`src/rtl/i2c_target.sv`:
```
// I2C target exposing a 2^NREGS_LOG2-byte register file to an external controller.
// SCL/SDA are oversampled on CLK; SCL is never stretched.
module i2c_target #(
  parameter logic [6:0]  DEV_ADDR   = 7'h42,
  parameter int unsigned NREGS_LOG2 = 4
) (
  input  logic        CLK,
  input  logic        RESET,
  input  logic        WE,
  input  logic [31:0] DATA_IN,
  output logic [31:0] DATA_OUT,
  input  logic        SCL_IN,
  input  logic        SDA_IN,
  output logic        SDA_OE
);
  localparam int unsigned PW    = NREGS_LOG2;
  localparam int unsigned NREGS = 1 << NREGS_LOG2;

  typedef enum logic [3:0] {
    ST_IDLE, ST_ADDR, ST_ACK_A, ST_PTR, ST_ACK_P,
    ST_WR, ST_ACK_W, ST_RD, ST_MACK, ST_IGNORE
  } state_e;

  logic          scl_s1_q, scl_s1_d, scl_s2_q, scl_s2_d, scl_h_q, scl_h_d;
  logic          sda_s1_q, sda_s1_d, sda_s2_q, sda_s2_d, sda_h_q, sda_h_d;
  state_e        state_q, state_d;
  logic [2:0]    bit_cnt_q, bit_cnt_d;
  logic [7:0]    shift_q, shift_d;
  logic          phase_q, phase_d;
  logic          rw_q, rw_d;
  logic [PW-1:0] ptr_q, ptr_d;
  logic [7:0]    regs_q [NREGS];
  logic [7:0]    regs_d [NREGS];
  logic [PW-1:0] last_idx_q, last_idx_d;
  logic [7:0]    last_byte_q, last_byte_d;
  logic          new_wr_q, new_wr_d;
  logic          sda_oe_q, sda_oe_d;
  logic [31:0]   data_out_q, data_out_d;

  logic          scl_rise_c, scl_fall_c, start_c, stop_c;
  logic [7:0]    byte_c;
  logic          unused_c;

  assign scl_rise_c = scl_s2_q & ~scl_h_q;
  assign scl_fall_c = ~scl_s2_q & scl_h_q;
  assign start_c    = scl_s2_q & scl_h_q & sda_h_q & ~sda_s2_q;
  assign stop_c     = scl_s2_q & scl_h_q & ~sda_h_q & sda_s2_q;
  assign byte_c     = {shift_q[6:0], sda_s2_q};
  assign unused_c   = ^{DATA_IN[31:8+PW], shift_q[7]};

  assign DATA_OUT = data_out_q;
  assign SDA_OE   = sda_oe_q;

  // Next-state, datapath and register-file update.
  always_comb begin
    scl_s1_d    = SCL_IN;
    scl_s2_d    = scl_s1_q;
    scl_h_d     = scl_s2_q;
    sda_s1_d    = SDA_IN;
    sda_s2_d    = sda_s1_q;
    sda_h_d     = sda_s2_q;
    state_d     = state_q;
    bit_cnt_d   = bit_cnt_q;
    shift_d     = shift_q;
    phase_d     = phase_q;
    rw_d        = rw_q;
    ptr_d       = ptr_q;
    regs_d      = regs_q;
    last_idx_d  = last_idx_q;
    last_byte_d = last_byte_q;
    new_wr_d    = new_wr_q;
    sda_oe_d    = sda_oe_q;
    data_out_d  = {14'b0, (state_q != ST_IDLE), new_wr_q, 4'b0, 4'(last_idx_q), last_byte_q};

    // CPU write first so a same-cycle bus write below overrides it.
    if (WE) begin
      regs_d[DATA_IN[8 +: PW]] = DATA_IN[7:0];
      new_wr_d                 = 1'b0;
    end

    if (start_c) begin
      state_d   = ST_ADDR;
      bit_cnt_d = 3'd0;
      sda_oe_d  = 1'b0;
    end else if (stop_c) begin
      state_d   = ST_IDLE;
      bit_cnt_d = 3'd0;
      sda_oe_d  = 1'b0;
    end else begin
      case (state_q)
        ST_ADDR, ST_PTR, ST_WR: begin
          if (scl_rise_c) begin
            shift_d   = byte_c;
            bit_cnt_d = bit_cnt_q + 3'd1;
            if (bit_cnt_q == 3'd7) begin
              phase_d = 1'b0;
              if (state_q == ST_ADDR) begin
                if (byte_c[7:1] == DEV_ADDR) begin
                  rw_d    = byte_c[0];
                  state_d = ST_ACK_A;
                end else begin
                  state_d = ST_IGNORE;
                end
              end else if (state_q == ST_PTR) begin
                ptr_d   = byte_c[PW-1:0];
                state_d = ST_ACK_P;
              end else begin
                regs_d[ptr_q] = byte_c;
                last_idx_d    = ptr_q;
                last_byte_d   = byte_c;
                new_wr_d      = 1'b1;
                ptr_d         = ptr_q + 1'b1;
                state_d       = ST_ACK_W;
              end
            end
          end
        end
        // phase 0: waiting for the fall ending bit 8; phase 1: driving ACK.
        ST_ACK_A, ST_ACK_P, ST_ACK_W: begin
          if (scl_fall_c) begin
            if (!phase_q) begin
              sda_oe_d = 1'b1;
              phase_d  = 1'b1;
            end else begin
              sda_oe_d  = 1'b0;
              bit_cnt_d = 3'd0;
              if (state_q == ST_ACK_A && rw_q) begin
                shift_d  = regs_q[ptr_q];
                sda_oe_d = ~regs_q[ptr_q][7];
                ptr_d    = ptr_q + 1'b1;
                state_d  = ST_RD;
              end else if (state_q == ST_ACK_A) begin
                state_d = ST_PTR;
              end else begin
                state_d = ST_WR;
              end
            end
          end
        end
        ST_RD: begin
          if (scl_rise_c) begin
            bit_cnt_d = bit_cnt_q + 3'd1;
            if (bit_cnt_q == 3'd7) begin
              state_d = ST_MACK;
              phase_d = 1'b0;
            end
          end else if (scl_fall_c) begin
            shift_d  = {shift_q[6:0], 1'b0};
            sda_oe_d = ~shift_q[6];
          end
        end
        ST_MACK: begin
          if (scl_fall_c && !phase_q) begin
            sda_oe_d = 1'b0;
            phase_d  = 1'b1;
          end else if (scl_rise_c && phase_q) begin
            if (sda_s2_q) state_d = ST_IGNORE;
          end else if (scl_fall_c && phase_q) begin
            shift_d   = regs_q[ptr_q];
            sda_oe_d  = ~regs_q[ptr_q][7];
            ptr_d     = ptr_q + 1'b1;
            bit_cnt_d = 3'd0;
            state_d   = ST_RD;
          end
        end
        ST_IDLE, ST_IGNORE: ;
        default: state_d = ST_IDLE;
      endcase
    end
  end

  // State register with synchronous active-low reset.
  always_ff @(posedge CLK) begin
    if (!RESET) begin
      scl_s1_q    <= 1'b1;
      scl_s2_q    <= 1'b1;
      scl_h_q     <= 1'b1;
      sda_s1_q    <= 1'b1;
      sda_s2_q    <= 1'b1;
      sda_h_q     <= 1'b1;
      state_q     <= ST_IDLE;
      bit_cnt_q   <= 3'd0;
      shift_q     <= 8'd0;
      phase_q     <= 1'b0;
      rw_q        <= 1'b0;
      ptr_q       <= '0;
      for (int unsigned i = 0; i < NREGS; i++) regs_q[i] <= 8'd0;
      last_idx_q  <= '0;
      last_byte_q <= 8'd0;
      new_wr_q    <= 1'b0;
      sda_oe_q    <= 1'b0;
      data_out_q  <= 32'd0;
    end else begin
      scl_s1_q    <= scl_s1_d;
      scl_s2_q    <= scl_s2_d;
      scl_h_q     <= scl_h_d;
      sda_s1_q    <= sda_s1_d;
      sda_s2_q    <= sda_s2_d;
      sda_h_q     <= sda_h_d;
      state_q     <= state_d;
      bit_cnt_q   <= bit_cnt_d;
      shift_q     <= shift_d;
      phase_q     <= phase_d;
      rw_q        <= rw_d;
      ptr_q       <= ptr_d;
      regs_q      <= regs_d;
      last_idx_q  <= last_idx_d;
      last_byte_q <= last_byte_d;
      new_wr_q    <= new_wr_d;
      sda_oe_q    <= sda_oe_d;
      data_out_q  <= data_out_d;
    end
  end

endmodule

```
`config.mk`:
```
export PLATFORM = sky130hd
export DESIGN_NAME = i2c_target
export DESIGN_NICKNAME = d
export VERILOG_FILES = /design/src/rtl/i2c_target.sv
export SDC_FILE = /design/constraint.sdc
export NUM_CORES = 1
export LEC_CHECK = 0
export ABC_AREA = 1
export BUFFER_PORTS_ARGS = -buffer_cell sky130_fd_sc_hd__buf_2
export CORE_UTILIZATION = 55
export DETAILED_ROUTE_END_ITERATION = 12
export GPL_TIMING_DRIVEN = 0
export PLACE_DENSITY_LB_ADDON = 0.08
export SYNTH_ARGS = -nofsm -noshare
export SYNTH_HDL_FRONTEND = slang
export SYNTH_SLANG_ARGS = --single-unit
```
`constraint.sdc`:
```
create_clock -name CLK -period 1.75 [get_ports CLK]
set_input_delay 0.35 -clock CLK [delete_from_list [all_inputs] [get_ports CLK]]
set_output_delay 0.35 -clock CLK [all_outputs]
set_load 0.02 [all_outputs]
```
-- Word level (Yosys, flattened, before mapping)
Index checks and enable logic that the tools add are counted.
- word-level logic and storage cells: 215
- output and inout bits: 33
- flip-flop bits (word level): 200
- equal/unequal tests: 41
- order comparisons: 4
- $add $sub $neg: 2
- muxes and demuxes: 85
- bitwise operators: 21
- reductions and logical operators: 27
- operators with widths (cell ; count):
    $mux W128 ; 8
    $bwmux W128 ; 2
    $mux W4 ; 22
    $demux W8 S4 ; 2
    $mux W7 ; 9
    $bmux W8 S4 ; 1
    $mux W8 ; 4
    $ne A2 B2 Y1 const B ; 14
    $ne A4 B4 Y1 const B ; 7
    $pmux W7 S4 ; 1
    $reduce_and A7 Y1 ; 4
    $mux W3 ; 8
    $reduce_and A12 Y1 ; 2
    $mux W1 ; 22
    $pmux W4 S5 ; 1
    $reduce_and A10 Y1 ; 2
    $eq A4 B3 Y1 const B ; 4
    $ne A3 B3 Y1 const B ; 5
    $not A1 Y1 ; 12
    $pmux W4 S3 ; 1
    $ge A5 B5 Y1 const B ; 2
    $lt A5 B1 Y1 const B ; 2
    $ne A5 B5 Y1 const B ; 2
    $not A4 Y5 ; 2
    other kinds (21) ; 41

-- Logic depth before layout (Yosys ltp)
- word-level depth: 15
- gate-level depth with buffers: 14

-- Worst setup path before layout
Ideal clock, no wire load.
- path type: reg-to-reg
- from: register ptr_q[1]
- to: register regs_q[120] (netlist name)
- arrival time: 1810 ps
- buffers on the path: 3
- stages on the path, launching flop included: 10
- required time: 1680 ps
- path slack: -129 ps
- library setup time: 70 ps
- cells stage by stage: dfxtp_1 -> clkbuf_1 -> inv_2 -> buf_1 -> ha_1 -> inv_1 -> nor3_4 -> buf_4 -> o21ai_1 -> a21oi_1
- cells in the longest elaborated chain, start to end: 13
- elaborated cells between the ends (all ways): 14
- classes of those cells: order compare (2); mux (10); bitwise (1); reduce/logical (1)
- ends and longest elaborated chain (item ; line ; RTL):
    start, declared ; 31 ; logic [PW-1:0] ptr_q, ptr_d;
    start signal, assigned ; 205 ; ptr_q <= ptr_d;
    $not A4 Y5 (implied by the code) (*) ; 108 ; regs_d[ptr_q] = byte_c;
    $ge A5 B5 Y1 (implied by the code) or $lt A5 B1 Y1 (tied branches) ; 108 ;
    $logic_and A1 B1 Y1 (implied by the code) ; 108 ;
    $mux W8 (implied by the code) ; 108 ;
    $demux W8 S4 (*) ; 108 ;
    $bwmux W128 (*) ; 108 ;
    $mux W128 (*) ; 104 ; end else if (state_q == ST_PTR) begin
    $mux W128 (*) ; 97 ; if (state_q == ST_ADDR) begin
    $mux W128 (*) ; 95 ; if (bit_cnt_q == 3'd7) begin
    $mux W128 (*) ; 92 ; if (scl_rise_c) begin
    $mux W128 (*) ; 90 ; case (state_q)
    $mux W128 (*) ; 85 ; end else if (stop_c) begin
    $mux W128 (*) ; 81 ; if (start_c) begin
    end signal, assigned ; 206 ; regs_q <= regs_d;
    end, declared ; 32 ; logic [7:0] regs_q [NREGS];
Every way passes the cells marked *; elsewhere a longest branch is shown, timed or not.
A chain may end at the register's enable or synchronous reset.

-- Final worst setup path
- from: register state_q[0]
- to: register regs_q[127] (netlist name)
- cells in the longest elaborated chain, start to end: 8
- elaborated cells between the ends (all ways): 11
- classes of those cells: eq/ne (3); mux (7); reduce/logical (1)
- ends and longest elaborated chain (item ; line ; RTL):
    start, declared ; 26 ; state_e state_q, state_d;
    start signal, assigned ; 200 ; state_q <= state_d;
    $eq A4 B2 Y1 ; 90, 104 ;
    $mux W128 ; 104 ;
    $mux W128 ; 97 ;
    $mux W128 ; 95 ;
    $mux W128 ; 92 ;
    $mux W128 (*) ; 90 ;
    $mux W128 (*) ; 85 ;
    $mux W128 (*) ; 81 ;
Marks and branches as above.

==> flow_summary.json <==
{
  "run_status": "finished, violations left",
  "violations": "negative setup slack",
  "io_buffers": 31,
  "holdPathEnd": "scl_s1_q",
  "dieArea_sq_um": 18300,
  "areaGrowthSynthToFinish_pct": 27.0,
  "syn-cell-area_sq_um": 9790,
  "die_h_um": 135,
  "drt_iter0_markers": 1694,
  "place_ws_ps": -642,
  "min_path_cells": 2,
  "met1_length_mm": 14.2,
  "rsz0062_at_grt": "true",
  "wl_met2_mm": 16.2,
  "maxCapViolCount": 0,
  "fp.coreArea_sq_um": 17400,
  "ios": 70,
  "critPathMaxFanout": 8,
  "path_class": "reg -> reg",
  "rows": 48,
  "avgViaCountPerCell": 5.98,
  "gp_congestion": 1.00,
  "startpoint_type": "register",
  "rr_startpoint": "state_q[0]",
  "slew_headroom_pct": 33.5,
  "die_x_um": 135,
  "place_inst": 1725,
  "post-dp-hpwl_mm": 23.1,
  "ant_nets": 0,
  "firstDrtPassIters": 6,
  "ir_drop_uv": 829,
  "period_share_pct": 110,
  "worstHoldPathType": "in -> reg",
  "r2r-end": "regs_q[127]",
  "setup_viol": 27,
  "min-delay-start": "SCL_IN",
  "grt_first_pass_wirelength_mm": 53.5,
  "grt_start_max_net_pins": 18,
  "hold_buffers": 0,
  "tightest_slew_ps": 998,
  "drc": 0,
  "yosysSeqAreaShare_pct": 37.2,
  "fillers": 1409,
  "finalHoldViolations": 0,
  "antenna_found_initial": 0,
  "grt_pass1_vias": 9593,
  "power_density_nw_per_um2": 992,
  "timing.final.max_slew_violations": 0,
  "cts_buffer_depth": 2,
  "syn_avg_cell_area_sq_um": 6.75,
  "clkLatencyLatePin_ps": 440,
  "post-route-util_pct": 71.7,
  "setup_ws_ps": -172,
  "synth_seq_cells": 182,
  "power.total_uw": 12300,
  "ff2ff_setup_slack_ps": -170,
  "ff2ff_path_depth": 10,
  "endpoint_kind": "register",
  "root_buffer": "clkbuf_16",
  "fin_crit_ps": 1920,
  "cts_sinks": 182,
  "synth.distinct_cells": 35,
  "cts_tree": "yes",
  "wl_per_cell_um": 20.1,
  "cp.arrival_ps": 2250,
  "routed_wirelength_mm": 36.8,
  "start_util_pct": 56.4,
  "worstPathRequired_ps": 2080,
  "netlist_instances": 1452,
  "grt_usage_pct": 39.2,
  "nNetsFinal": 1638,
  "p_leak_uw": 0.00545,
  "cts_buffers": 17,
  "fin_cells": 1835,
  "skew_ps": 11.4,
  "wl_met3_mm": 4.49,
  "h-tree-depth": 4,
  "overflow": 0,
  "synth_warnings": 0,
  "top_layer": "met4",
  "clkSlewWorstSetupHoldPaths_ps": 70,
  "timing.fmax_mhz": 520,
  "num_vias": 11000,
  "drive_gt1_share_pct": 24.2
}
cell usage after synthesis:
library cell	number	area, sq um
a21oi_1	144	721
a22oi_1	3	22.5
a22oi_2	9	113
buf_1	3	11.3
buf_2	8	40.0
buf_4	34	255
buf_6	2	22.5
clkbuf_1	61	229
clkinv_1	7	26.3
conb_1	1	3.75
dfxtp_1	182	3640
ha_1	6	75.1
inv_1	81	304
inv_2	5	18.8
inv_6	1	8.76
mux2_2	21	236
nand2_1	314	1180
nand2_2	7	43.8
nand2_4	4	45.0
nand3_1	37	185
nand3_2	1	10.0
nand3b_1	1	7.51
nand4_1	3	18.8
nor2_1	167	627
nor2_2	9	56.3
nor2_4	15	169
nor2_8	2	40.0
nor3_1	1	5.00
nor3_2	3	30.0
nor3_4	3	48.8
o21ai_0	291	1460
o21ai_1	20	100
or2_2	4	25.0
xnor2_1	1	8.76
xor2_1	1	8.76
repair_timing:
action                                  in CTS  in global routing
gates resized for setup                    144                166
cloned                                       4                  3
pin swaps                                   25                 47
buffers inserted                            31                 39
endpoints found under the setup margin     156                158
final cells by class:
type	instances	area (sq um)	area share (%)
antenna	2	5.00	0.0402
sequential	182	3670	29.5
inverter	94	394	3.17
multi-input combinational	1085	5790	46.6
clock buffer	17	425	3.42
buffer	107	772	6.21
clock inverter	15	193	1.55
timing repair buffer	108	903	7.26
tap	225	282	2.26
kinds of logic after synthesis:
| kind of cell | share of synthesized area, % |
|---|---|
| and+or+nand+nor | 25.4 |
| AOI/OAI and AO/OA | 24.6 |
| buffers and inverters | 9.35 |
| DFF | 37.2 |
| muxes | 2.41 |
| adders and majority gates | 0.766 |
| xor gates and xnor gates | 0.179 |
| other | 0.0383 |
flip-flops by register name (all words and copies together) (netlist names):
| signal | flops |
|---|---|
| scl_h_d | 1 |
| last_byte_q | 8 |
| ptr_q | 4 |
| regs_q | 128 |
| last_idx_q | 4 |
| sda_h_d | 1 |
| sda_s1_q | 1 |
| scl_h_q | 1 |
| state_q | 4 |
| phase_q | 1 |
| SDA_OE | 1 |
| new_wr_q | 1 |
| scl_s1_q | 1 |
| bit_cnt_q | 3 |
| shift_q | 7 |
| DATA_OUT | 14 |
| rw_q | 1 |
| sda_h_q | 1 |
per-stage QoR:
step / cell area (sq um) / hold slack [ps] / TNS [ps]
floorplan: 9870 / 393 / 0
global placement: 10300 / 394 / -47950
detailed placement: 10300 / 403 / -49170
CTS: 11600 / 89.5 / -444
global route: 12400 / 81.9 / -6530
finish: 12400 / 92.2 / -713
cells in the final DEF (no fill, tap or decap), types with 21 or more instances in the layout:
| cell | Yosys | final |
|---|---|---|
| clkbuf_1 | 61 | 43 |
| nand2_1 | 314 | 298 |
| buf_4 | 34 | 74 |
| o21ai_2 | 0 | 23 |
| o21ai_1 | 20 | 49 |
| inv_1 | 81 | 73 |
| dfxtp_1 | 182 | 171 |
| nand3_1 | 37 | 33 |
| a21oi_1 | 144 | 130 |
| nor2_1 | 167 | 152 |
| nor2_4 | 15 | 32 |
| buf_2 | 8 | 36 |
| o21ai_0 | 291 | 238 |
| buf_6 | 2 | 37 |
| mux2_2 | 21 | 21 |
report_power, final:
group | switching [uW] | internal, uW | total [uW]
combinational | 2580 | 1190 | 3770
sequential | 131 | 4290 | 4420
clock | 1860 | 2290 | 4160
critical path: stages, from the launching register on:
cell     delay (ps)
dfxtp_4         370
inv_2            60
nor2_2          150
nand2_4         120
nor2_8          150
buf_6           130
inv_8            50
nor3_4          180
buf_6           170
o21ai_0         120
a21oi_1         300
metal layers:
| metal | track usage (%) | up-vias |
|---|---|---|
| li1 | - | 5041 |
| met2 | 59.1 | 791 |
| met1 | 51.0 | 4991 |
| met5 | 0 | - |
| met3 | 9.17 | 151 |
| met4 | 22.8 | 0 |
how the worst max path moves through the flow:
stage	endpoint	slack (ps)	from	depth (start not counted)
final	regs_q[127]	-170	state_q[0]	10
after global routing	regs_q[127]	-250	state_q[0]	10
after CTS	regs_q[124]	-50	bit_cnt_q[0]	9
after detailed placement	regs_q[31]	-640	ptr_q[1]	9
after global placement	regs_q[31]	-620	ptr_q[1]	9
after floorplan	regs_q[120]	10	ptr_q[0]	10
Note: power is estimated with default switching activity, not from simulation.
